**src/rtl/ofdm_symbol_sequencer.sv**
```systemverilog
// Frames a continuous sample stream into SOP/EOP-delimited OFDM symbol packets after a frame-start pulse.
// Latency: 1 cycle (single output register stage).
// Backpressure: input ready follows output-register-free while framing; the stream is sunk between frames.
`timescale 1ns/1ps
module ofdm_symbol_sequencer #(
    parameter int DATA_W  = 32,
    parameter int CP_LEN  = 8,
    parameter int FFT_LEN = 64,
    parameter int SYM_W   = 8
) (
    input  logic              clock_clk,
    input  logic              reset_reset_n,
    input  logic              frame_start,
    input  logic [SYM_W-1:0]  cfg_num_symbols,
    input  logic              err_clear,
    input  logic [DATA_W-1:0] asi_in0_data,
    input  logic              asi_in0_valid,
    output logic              asi_in0_ready,
    output logic [DATA_W-1:0] aso_out0_data,
    output logic              aso_out0_valid,
    input  logic              aso_out0_ready,
    output logic              aso_out0_startofpacket,
    output logic              aso_out0_endofpacket,
    output logic [SYM_W-1:0]  aso_out0_symbol,
    output logic              busy,
    output logic              frame_done,
    output logic              err_overrun
);

    localparam int SYM_LEN = CP_LEN + FFT_LEN;
    localparam int CNT_W   = (SYM_LEN > 1) ? $clog2(SYM_LEN) : 1;
    localparam logic [CNT_W-1:0] LAST_SAMPLE = CNT_W'(SYM_LEN - 1);

    typedef enum logic [1:0] {
        IDLE  = 2'd0,
        ARMED = 2'd1,
        RUN   = 2'd2
    } state_t;

    state_t             state, state_nxt;
    logic [CNT_W-1:0]   sample_cnt, sample_cnt_nxt, cur_sample;
    logic [SYM_W-1:0]   sym_cnt, sym_cnt_nxt, cur_sym;
    logic [SYM_W-1:0]   num_sym, num_sym_nxt, cur_num;
    logic               out_free, start_ok, load;
    logic               load_sop, load_eop, last_beat;
    logic               err_set, frame_done_nxt;

    assign out_free = !aso_out0_valid || aso_out0_ready;
    assign start_ok = frame_start && (cfg_num_symbols != '0);
    assign busy     = (state != IDLE);

    always_comb begin
        state_nxt      = state;
        sample_cnt_nxt = sample_cnt;
        sym_cnt_nxt    = sym_cnt;
        num_sym_nxt    = num_sym;
        asi_in0_ready  = 1'b0;
        load           = 1'b0;
        err_set        = 1'b0;
        frame_done_nxt = 1'b0;
        cur_sample     = sample_cnt;
        cur_sym        = sym_cnt;
        cur_num        = num_sym;

        case (state)
            IDLE: begin
                // Hold off only when a start would need the still-occupied output register.
                asi_in0_ready = !start_ok || out_free;
                err_set       = frame_start && !start_ok;
                if (start_ok) begin
                    num_sym_nxt    = cfg_num_symbols;
                    sample_cnt_nxt = '0;
                    sym_cnt_nxt    = '0;
                    cur_sample     = '0;
                    cur_sym        = '0;
                    cur_num        = cfg_num_symbols;
                    load           = asi_in0_valid && out_free;
                    state_nxt      = ARMED;
                end
            end
            ARMED, RUN: begin
                asi_in0_ready = out_free;
                load          = asi_in0_valid && out_free;
                err_set       = frame_start;
            end
            default: state_nxt = IDLE;
        endcase

        load_sop  = (cur_sample == '0);
        load_eop  = (cur_sample == LAST_SAMPLE);
        last_beat = load_eop && (cur_sym == cur_num - SYM_W'(1));

        if (load) begin
            if (last_beat) begin
                state_nxt      = IDLE;
                frame_done_nxt = 1'b1;
                sample_cnt_nxt = '0;
                sym_cnt_nxt    = '0;
            end else begin
                state_nxt = RUN;
                if (load_eop) begin
                    sample_cnt_nxt = '0;
                    sym_cnt_nxt    = cur_sym + SYM_W'(1);
                end else begin
                    sample_cnt_nxt = cur_sample + CNT_W'(1);
                    sym_cnt_nxt    = cur_sym;
                end
            end
        end
    end

    always_ff @(posedge clock_clk or negedge reset_reset_n) begin
        if (!reset_reset_n) begin
            state      <= IDLE;
            sample_cnt <= '0;
            sym_cnt    <= '0;
            num_sym    <= '0;
        end else begin
            state      <= state_nxt;
            sample_cnt <= sample_cnt_nxt;
            sym_cnt    <= sym_cnt_nxt;
            num_sym    <= num_sym_nxt;
        end
    end

    // Payload fields only move on load, so they hold while the output is stalled.
    always_ff @(posedge clock_clk or negedge reset_reset_n) begin
        if (!reset_reset_n) begin
            aso_out0_valid         <= 1'b0;
            aso_out0_data          <= '0;
            aso_out0_startofpacket <= 1'b0;
            aso_out0_endofpacket   <= 1'b0;
            aso_out0_symbol        <= '0;
        end else if (load) begin
            aso_out0_valid         <= 1'b1;
            aso_out0_data          <= asi_in0_data;
            aso_out0_startofpacket <= load_sop;
            aso_out0_endofpacket   <= load_eop;
            aso_out0_symbol        <= cur_sym;
        end else if (aso_out0_ready) begin
            aso_out0_valid         <= 1'b0;
        end
    end

    always_ff @(posedge clock_clk or negedge reset_reset_n) begin
        if (!reset_reset_n) begin
            frame_done  <= 1'b0;
            err_overrun <= 1'b0;
        end else begin
            frame_done <= frame_done_nxt;
            if (err_set) begin
                err_overrun <= 1'b1;
            end else if (err_clear) begin
                err_overrun <= 1'b0;
            end
        end
    end

endmodule

```
**config.mk**
```make
export PLATFORM = sky130hd
export DESIGN_NAME = ofdm_symbol_sequencer
export DESIGN_NICKNAME = d
export VERILOG_FILES = /design/src/rtl/ofdm_symbol_sequencer.sv
export SDC_FILE = /design/constraint.sdc
export NUM_CORES = 1
export LEC_CHECK = 0
export ABC_AREA = 1
export BUFFER_PORTS_ARGS = -buffer_cell sky130_fd_sc_hd__buf_2
export CORE_ASPECT_RATIO = 0.8
export CORE_UTILIZATION = 50
export CTS_BUF_LIST = sky130_fd_sc_hd__clkbuf_2
export DETAILED_ROUTE_END_ITERATION = 8
export PLACE_DENSITY = 0.79
export SETUP_SLACK_MARGIN = 0.15
export SLEW_MARGIN = 20
export SYNTH_ARGS = -nofsm -noshare
export SYNTH_HDL_FRONTEND = slang
export SYNTH_SLANG_ARGS = --single-unit
export TNS_END_PERCENT = 20
```
**constraint.sdc**
```tcl
create_clock -name clock_clk -period 2.25 [get_ports clock_clk]
set_clock_uncertainty 0.1 [all_clocks]
set_input_delay 0.1125 -clock clock_clk [delete_from_list [all_inputs] [get_ports clock_clk]]
set_output_delay 0.1125 -clock clock_clk [all_outputs]
set_load 0.005 [all_outputs]
```
# Yosys cells after proc, flatten, opt, wreduce, memory -nomap -nowiden
# Index checks and enable logic that the tools add are counted.
# word_totals
ff_bits	70
latchBits	0
ram_bits	0
rom_bits	0
in_bits	46
word_cells	62
memories	0
# classes
add_sub_neg	3
n_mul	0
div_mod_pow	0
magnitude_cmp	0
eq_ne	6
shift	0
muxes	26
bitwise	0
n_reduce_logical	16
# ops
op	count
$mux 8	7
$mux 7	5
$add 8x1->8 const B	1
$eq 8x8->1	1
$reduce_bool 8->1	1
$sub 8x1->8 const B	1
$add 7x1->7 const B	1
$eq 7x7->1 const B	1
$logic_not 7->1	1
$mux 1	7
$mux 2	3
$pmux 1 s2	3
$reduce_bool 2->1	3
$logic_and 1x1->1	4
$pmux 2 s2	1
$ne 3x3->1 const B	1
$eq 2x1->1 const B	1
$eq 2x2->1 const B	1
$logic_not 1->1	2
$logic_not 2->1	1
$logic_or 1x1->1	2
$ne 2x2->1 const B	1
$reduce_and 2->1	1
$reduce_or 2->1	1

# Logic depth before layout (Yosys ltp)
# Gate-level depths: netlist of run 1.
# depth
depth_word	9
mapped_depth	21

# Least setup slack after synthesis of run 1
# Ideal clock, no wire load.
# synth_timing
path_kind	register to register
startpoint	reg state[0]
endpoint	reg sym_cnt[6]
setup_ps	113
arrival_time_ps	2210
required_ps	2037
path_slack_ps	-173
stages_incl_launch_ff	17
path_buffers	1
cell_sequence	dfrtp_1 inv_1 ha_1 clkbuf_1 nand4_1 nand2_2 ha_1 nand3_1 nand2_1 nor2_2 nand2_1 nor2_1 nand2_1 nor2_4 nand3_4 nand2_1 inv_1
# synth_between
elab_chain_len	7
elab_cells_between_ends	16
# synth_lines
item	line	text
from (decl)	40	state_t state, state_nxt;
from (signal assigned)	119	state <= state_nxt;
$logic_not 2->1	65	case (state)
$mux 8	65	
$sub 8x1->8	91	last_beat = load_eop && (cur_sym == cur_num - SYM_W'(1));
$eq 8x8->1	91	
$logic_and 1x1->1	91	
$mux 8	94	if (last_beat) begin
$mux 8 (*)	93	if (load) begin
via sym_cnt_nxt[6]	42	logic [SYM_W-1:0] sym_cnt, sym_cnt_nxt, cur_sym;
to (signal assigned)	121	sym_cnt <= sym_cnt_nxt;
to (decl)	42	
# The timed path passes the listed nets; every way through them passes the cells marked *.
# A chain may end at the register's enable or synchronous reset.

# Final worst setup path of run 1
# layout_timing
startpoint	reg state[0]
endpoint	reg sym_cnt[2]
# The elaborated chain is that of the path after synthesis.

==> impl_results.md, run 1 <==
* Initial DRC count at 173
* Status: finished, violations left
* Worst-margin pin slew at 0.679 ns
* Crit path DAT at 2.66 ns
* Clk pin slew, worst setup/hold paths at 0.19 ns
* Max-Slew Margin vs Limit at 54.7%
* Setup TNS at -0.723 ns
* Largest net degree at the start of global routing at 44
* Setup ws final at -0.0914 ns
* Most frequent cells after synthesis: nand2_1 (208), dfrtp_1 (70), inv_1 (64)
* Layout cells sized above 1 at 29.1%
* Final Slew Violations at 0
* CP Buf/Inv Count at 3
* Share of the synthesized area in the top cell type at 48.1%
* Routed Antenna Nets at 0
* Avg WL per Cell at 12.7 µm
* RSZ-0062 raised after global routing: yes
* Clock Path Buffers at 2
* Tcrit/Tclk final at 104%
* DIE AREA at 0.00763 mm²
* Clock root buffer: clkbuf_2
* Num ports at 93
* Effective utilization at floorplan at 52.3%
* Gpl congestion at 0.862
* Post-layout nets at 711
* Cells after synthesis at 481
* Hold Fails Final Rpt at 0
* TritonCTS Sinks at 70
* Top-count cell post-synth: nand2_1
* Worst setup SP type: flop
* Post-Layout Cell Count at 751
* Post-synth EDFFs at 0
* Number of global-route vias before repair at 3613
* Post-synth top flop: dfrtp_1
* 1st-pass router iterations at 5
* Synth area leaders: dfrtp_1 (48%), nand2_1 (21%), inv_1 (6.6%)
* DP Wirelength at 6150 µm
* Core Util, Final at 74.5%
* Drt drc at 0
* Syn Area/Cell at 7.57 µm²
* MaxCap Viol Count at 0
* Worst IR Drop VDD at 0.000586 V
* Cell Area, Placed at 0.00445 mm²
* Fmax achieved at 427 MHz
* Type of element capturing the critical path: flop
* Pwr Density at 1000 mW/mm²
* Vias/cell at 4.82
* Tmin final at 2.34 ns
* Remaining global-route overflow at 0
* Hold Crit Class: primary input to asynchronous set/reset pin
* Critical Path RT at 2.57 ns
* Yosys cell types at 30
* Site Rows at 27
* First-pass GRT wire length at 16200 µm
* Clk_lat worst skew at 0.50 ns
* Final Setup Violations at 11
* Cell taking the most area after synthesis: dfrtp_1
* Fin area at 0.00518 mm²
* Final Hold Slack at 0.0488 ns
* CP Max Fanout at 8
* Inst Count DP at 679
* Most used cell, CP: nand2_1
* Failing checks: negative setup slack
* #FFs+latches synth at 70
* # port buffers at 92
* Synthesized Nets at 533
* Gr usage total at 26.4%
* H-tree levels at 3
* Kind of critical path: flop to flop
* Cell at the slowest stage of the critical path: dfrtp_1
* Largest delay share family, worst path: simple AND/OR/NAND/NOR gates
* TritonCTS buffer count at 9
* Pwr Total at 5.19 mW
* Layout area overhead at 42.3%
* Die width at 97.4 µm
* Post-synthesis cell area at 0.00364 mm²
* Post-synthesis sequential area ratio at 48.1%
* Leak Pwr at 3.03 nW
* Pre-CTS setup slack at -0.144 ns
* Detailed-route wire length at 9530 µm
* Slowest stage delay, CP at 0.43 ns
* CP Cell Sequence: inv_2 > ha_4 > nand3_4 > nand2_2 > nand2_2 > ha_4 > inv_2 > nand2_1 > nand2_1 > nor2_2 > nand2_1 > nor2_1 > nand2_1 > nor2_4 > nand3_4 > nand2_1 > inv_1
* Initial antenna violation count at 0
* Ys Warns at 0
* Die Ht at 78.3 µm
* DR vias at 3619
* Floorplan Core Area at 0.00696 mm²
* Antenna Cells at 0
* CTS tree: done
* Ys async rst share at 100%
## path summary, 6_finish.rpt
| kind | startpoint | endpoint | slack, ns | depth (start not counted) |
|---|---|---|---|---|
| max | state[0] | sym_cnt[2] | -0.09 | 17 |
| min | reset_reset_n | num_sym[4] | 0.05 | 2 |
| max reg2reg | state[0] | sym_cnt[2] | -0.09 | 17 |
| min reg2reg | sample_cnt[6] | sample_cnt[6] | 0.39 | 1 |
| max in group asynchronous | reset_reset_n | aso_out0_data[13] | 1.35 | 3 |
| min in group clock_clk | cfg_num_symbols[0] | num_sym[0] | 0.10 | 6 |
## cells by family after synthesis
| kind of cell | synth area share (%) |
|---|---|
| XOR/XNOR | 1.44 |
| AND/OR/NAND/NOR | 35.1 |
| adder cells (fa/ha/maj) | 2.06 |
| buffers and inverters | 9.35 |
| AO/OA/AOI/OAI | 3.99 |
| flip-flops | 48.1 |
## timing repair
item,CTS,global route
pin swaps,6,4
endpoints found under the hold margin,96,0
hold buffers,49,0
setup buffers,6,1
endpoints found under the setup margin,11,18
resized for setup,8,7
## report_power, final
group	internal, mW	total [mW]	switching [mW]
clock network	0.372	0.831	0.459
logic	1.07	2.48	1.41
registers	1.66	1.88	0.220
## worst reg2reg max path, delay by kind of cell (launching register included)
kind,cells,cell delay [ns]
flip-flops,1,0.43
buffers and inverters,3,0.16
AND/OR/NAND/NOR,12,1.11
adder cells (fa/ha/maj),2,0.45
## layout make-up
type,count,area (µm²)
Sequential cell,70,1750
Fill cell,501,1780
Multi-Input combinational cell,328,1650
Tap cell,87,109
Clock buffer,10,50.0
Timing Repair Buffer,182,1270
Inverter,68,260
Clock inverter,6,85.1
## flip-flops by register name, summed over array words and instances, names as in the netlist
name and flops:
aso_out0_data 32, aso_out0_symbol 8, num_sym 8, sym_cnt 8, sample_cnt 7, state 2, aso_out0_endofpacket 1, aso_out0_startofpacket 1
aso_out0_valid 1, err_overrun 1, frame_done 1
## per-layer routing
metal | wire length, µm | track usage, % | vias to the layer above
li1 | - | - | 1831
met1 | 4170 | 32.5 | 1657
met2 | 4720 | 46.6 | 109
met3 | 438 | 6.32 | 22
met4 | 196 | 6.91 | 0
met5 | 0 | 0 | -
## cell usage in the layout, fill, tap and decap left out, types with 13 or more instances in the layout
master,n
inv_1,60
dlygate4sd3_1,49
buf_2,92
o21ai_0,16
nand2_2,13
dfrtp_1,70
nand4_1,13
nand3_1,25
buf_4,39
nand2_1,201
No activity file was read; power rests on OpenSTA's default activity.
==> run 2: changes to the inputs <==
==> constraint.sdc (replaced) <==
create_clock -name clock_clk -period 2.25 [get_ports clock_clk]
set_clock_uncertainty 0.1 [all_clocks]
set_input_delay 0.45 -clock clock_clk [delete_from_list [all_inputs] [get_ports clock_clk]]
set_output_delay 0.45 -clock clock_clk [all_outputs]
set_load 0.005 [all_outputs]
==> run 2 against run 1 <==
  * The run still ends with negative setup slack left
  * Fmax shrank 1.9%
  * Die area unchanged
  * Non-clock buffer count increased by 12
  * Power rose by 4.7%
  * Routed wire length rose by 4.5%
  * Setup slack got worse by 0.044 ns
  * Combinational power rose by 9.7%
  * First-iteration DRC count rose by 21%
  * Global-route usage fell by 0.72 points
  * Sequential power is essentially flat
  * Critical path type unchanged
  * Largest cell class unchanged
  * Largest power group unchanged
  * Highest routed layer unchanged
==> impl_results.md, run 2 (synthesized netlist as in run 1, its figures left out) <==
* Drt drc at 0
* Fmax achieved at 419 MHz
* Layout area overhead at 47.5%
* Vias/cell at 4.93
* Layout cells sized above 1 at 38.3%
* Worst hold start: asi_in0_data[23]
* Avg WL per Cell at 13.0 µm
* Clock Path Buffers at 2
* First-pass GRT wire length at 15500 µm
* CP Cell Sequence: inv_2 > ha_4 > nand3_4 > buf_6 > buf_12 > nand2_1 > nand2_2 > xor2_1 > nand2_1 > nand2_1 > nand2_1 > nor2_4 > nand3_4 > nand2_1 > inv_1
* Kind of critical path: flop to flop
* Reg-to-Reg End: sym_cnt[6]
* Most used cell, CP: nand2_1
* Gpl congestion at 0.853
* Largest net degree at the start of global routing at 71
* Effective utilization at floorplan at 52.3%
* Pwr Total at 5.43 mW
* Hold endpoint: aso_out0_data[23]
* Setup TNS at -1.00 ns
* DIE AREA at 0.00763 mm²
* CP Max Fanout at 9
* MaxCap Viol Count at 0
* # port buffers at 92
* Number of global-route vias before repair at 3527
* R2R cell count at 15
* DP Wirelength at 6550 µm
* Routed Antenna Nets at 0
* Biggest register: aso_out0_data
* Die Ht at 78.3 µm
* CP Buf/Inv Count at 4
* Tcrit/Tclk final at 106%
* Crit path DAT at 2.72 ns
* RSZ-0062 raised after global routing: yes
* Type of element capturing the critical path: flop
* Largest delay share family, worst path: simple AND/OR/NAND/NOR gates
* TritonCTS Sinks at 70
* Tmin final at 2.39 ns
* Worst setup SP type: flop
* Pwr Density at 1010 mW/mm²
* Most frequent cells in the layout: nand2_1 (188), buf_2 (92), dfrtp_1 (70), buf_4 (68), inv_1 (50)
* Clk_lat worst skew at 0.52 ns
* Most common cell after layout, fill and taps aside: nand2_1
* Remaining global-route overflow at 0
* TritonCTS buffer count at 9
* FF-to-FF setup slack at -0.14 ns
* Leak Pwr at 3.12 nW
* H-tree levels at 3
* Setup ws final at -0.136 ns
* Die width at 97.4 µm
* Clock root buffer: clkbuf_2
* Post-layout nets at 724
* Initial DRC count at 209
* Gr usage total at 25.6%
* Worst-margin pin slew at 0.369 ns
* Hold depth at 3
* Hold Crit Class: primary input to flop
* Site Rows at 27
* Floorplan Core Area at 0.00696 mm²
* Antenna Cells at 0
* Final Setup Violations at 12
* CTS tree: done
* Worst IR Drop VDD at 0.000581 V
* Status: finished, violations left
* Detailed-route wire length at 9960 µm
* Hold Fails Final Rpt at 0
* Max-Slew Margin vs Limit at 75.4%
* Cell Area, Placed at 0.00472 mm²
* 1st-pass router iterations at 5
* Cell at the slowest stage of the critical path: dfrtp_1
* Slowest stage delay, CP at 0.43 ns
* Core Util, Final at 77.1%
* Failing checks: negative setup slack
* Fin area at 0.00537 mm²
* Critical Path RT at 2.58 ns
* Max FFs per register at 32
* Num ports at 93
* Initial antenna violation count at 0
* R2r startpoint: state[1]
* DR vias at 3768
* Clk pin slew, worst setup/hold paths at 0.21 ns
* Final Slew Violations at 0
[run 2: worst min-delay path, cell delays in order]
cell and delay, ns:
buf_2 0.07, nand2_1 0.04, nand2_1 0.05
[run 2: layout make-up]
class / instances / area, µm²
flip-flops and latches: 70 / 1750
multi-input cells: 329 / 1740
fillers: 454 / 1590
repair buffers: 194 / 1340
inverters: 68 / 293
well taps: 87 / 109
clock inverters: 6 / 86.3
clock buffers: 10 / 50.0
[run 2: what timing repair did]
action                                  4_1_cts  5_1_grt
cloned                                        1        0
setup buffers                                 4        5
hold buffers                                  9       20
resized for setup                            16       30
endpoints found under the hold margin        78       20
pin swaps                                     8       15
endpoints found under the setup margin       15       31
[run 2: per-layer routing]
| metal | vias to the layer above | global-route usage, % | part of all wire [%] |
|---|---|---|---|
| met2 | 132 | 43.4 | 51 |
| li1 | 1860 | - | - |
| met1 | 1741 | 31.3 | 41 |
| met4 | 0 | 11.9 | 2.8 |
| met3 | 35 | 6.06 | 5.3 |
| met5 | - | 0 | 0 |
[run 2: worst max path at each step]
stage                        from    endpoint  slack, ns  depth (start not counted)
2_1_floorplan  cfg_num_symbols[1]  sym_cnt[0]      -0.08                         20
3_3_place_gp   cfg_num_symbols[1]    state[1]      -0.28                         19
3_5_place_dp   cfg_num_symbols[1]    state[1]      -0.42                         18
4_1_cts                  state[1]  sym_cnt[0]      -0.09                         16
5_1_grt                  state[1]  sym_cnt[7]      -0.27                         16
6_report                 state[1]  sym_cnt[6]      -0.14                         15
[run 2: power by group]
| group | internal, mW | switching, mW | total, mW |
|---|---|---|---|
| clock network | 0.371 | 0.462 | 0.833 |
| logic | 1.18 | 1.53 | 2.72 |
| registers | 1.66 | 0.225 | 1.88 |
[run 2: metrics by stage]
stage | instances | setup slack, ns | hold WS (ns)
floorplan | 481 | -0.0777 | 0.0544
global placement | 709 | -0.283 | 0.357
detailed placement | 709 | -0.416 | 0.360
CTS | 739 | -0.0920 | 0.00198
global route | 764 | -0.268 | 0.000843
finish | 764 | -0.136 | 0.0204
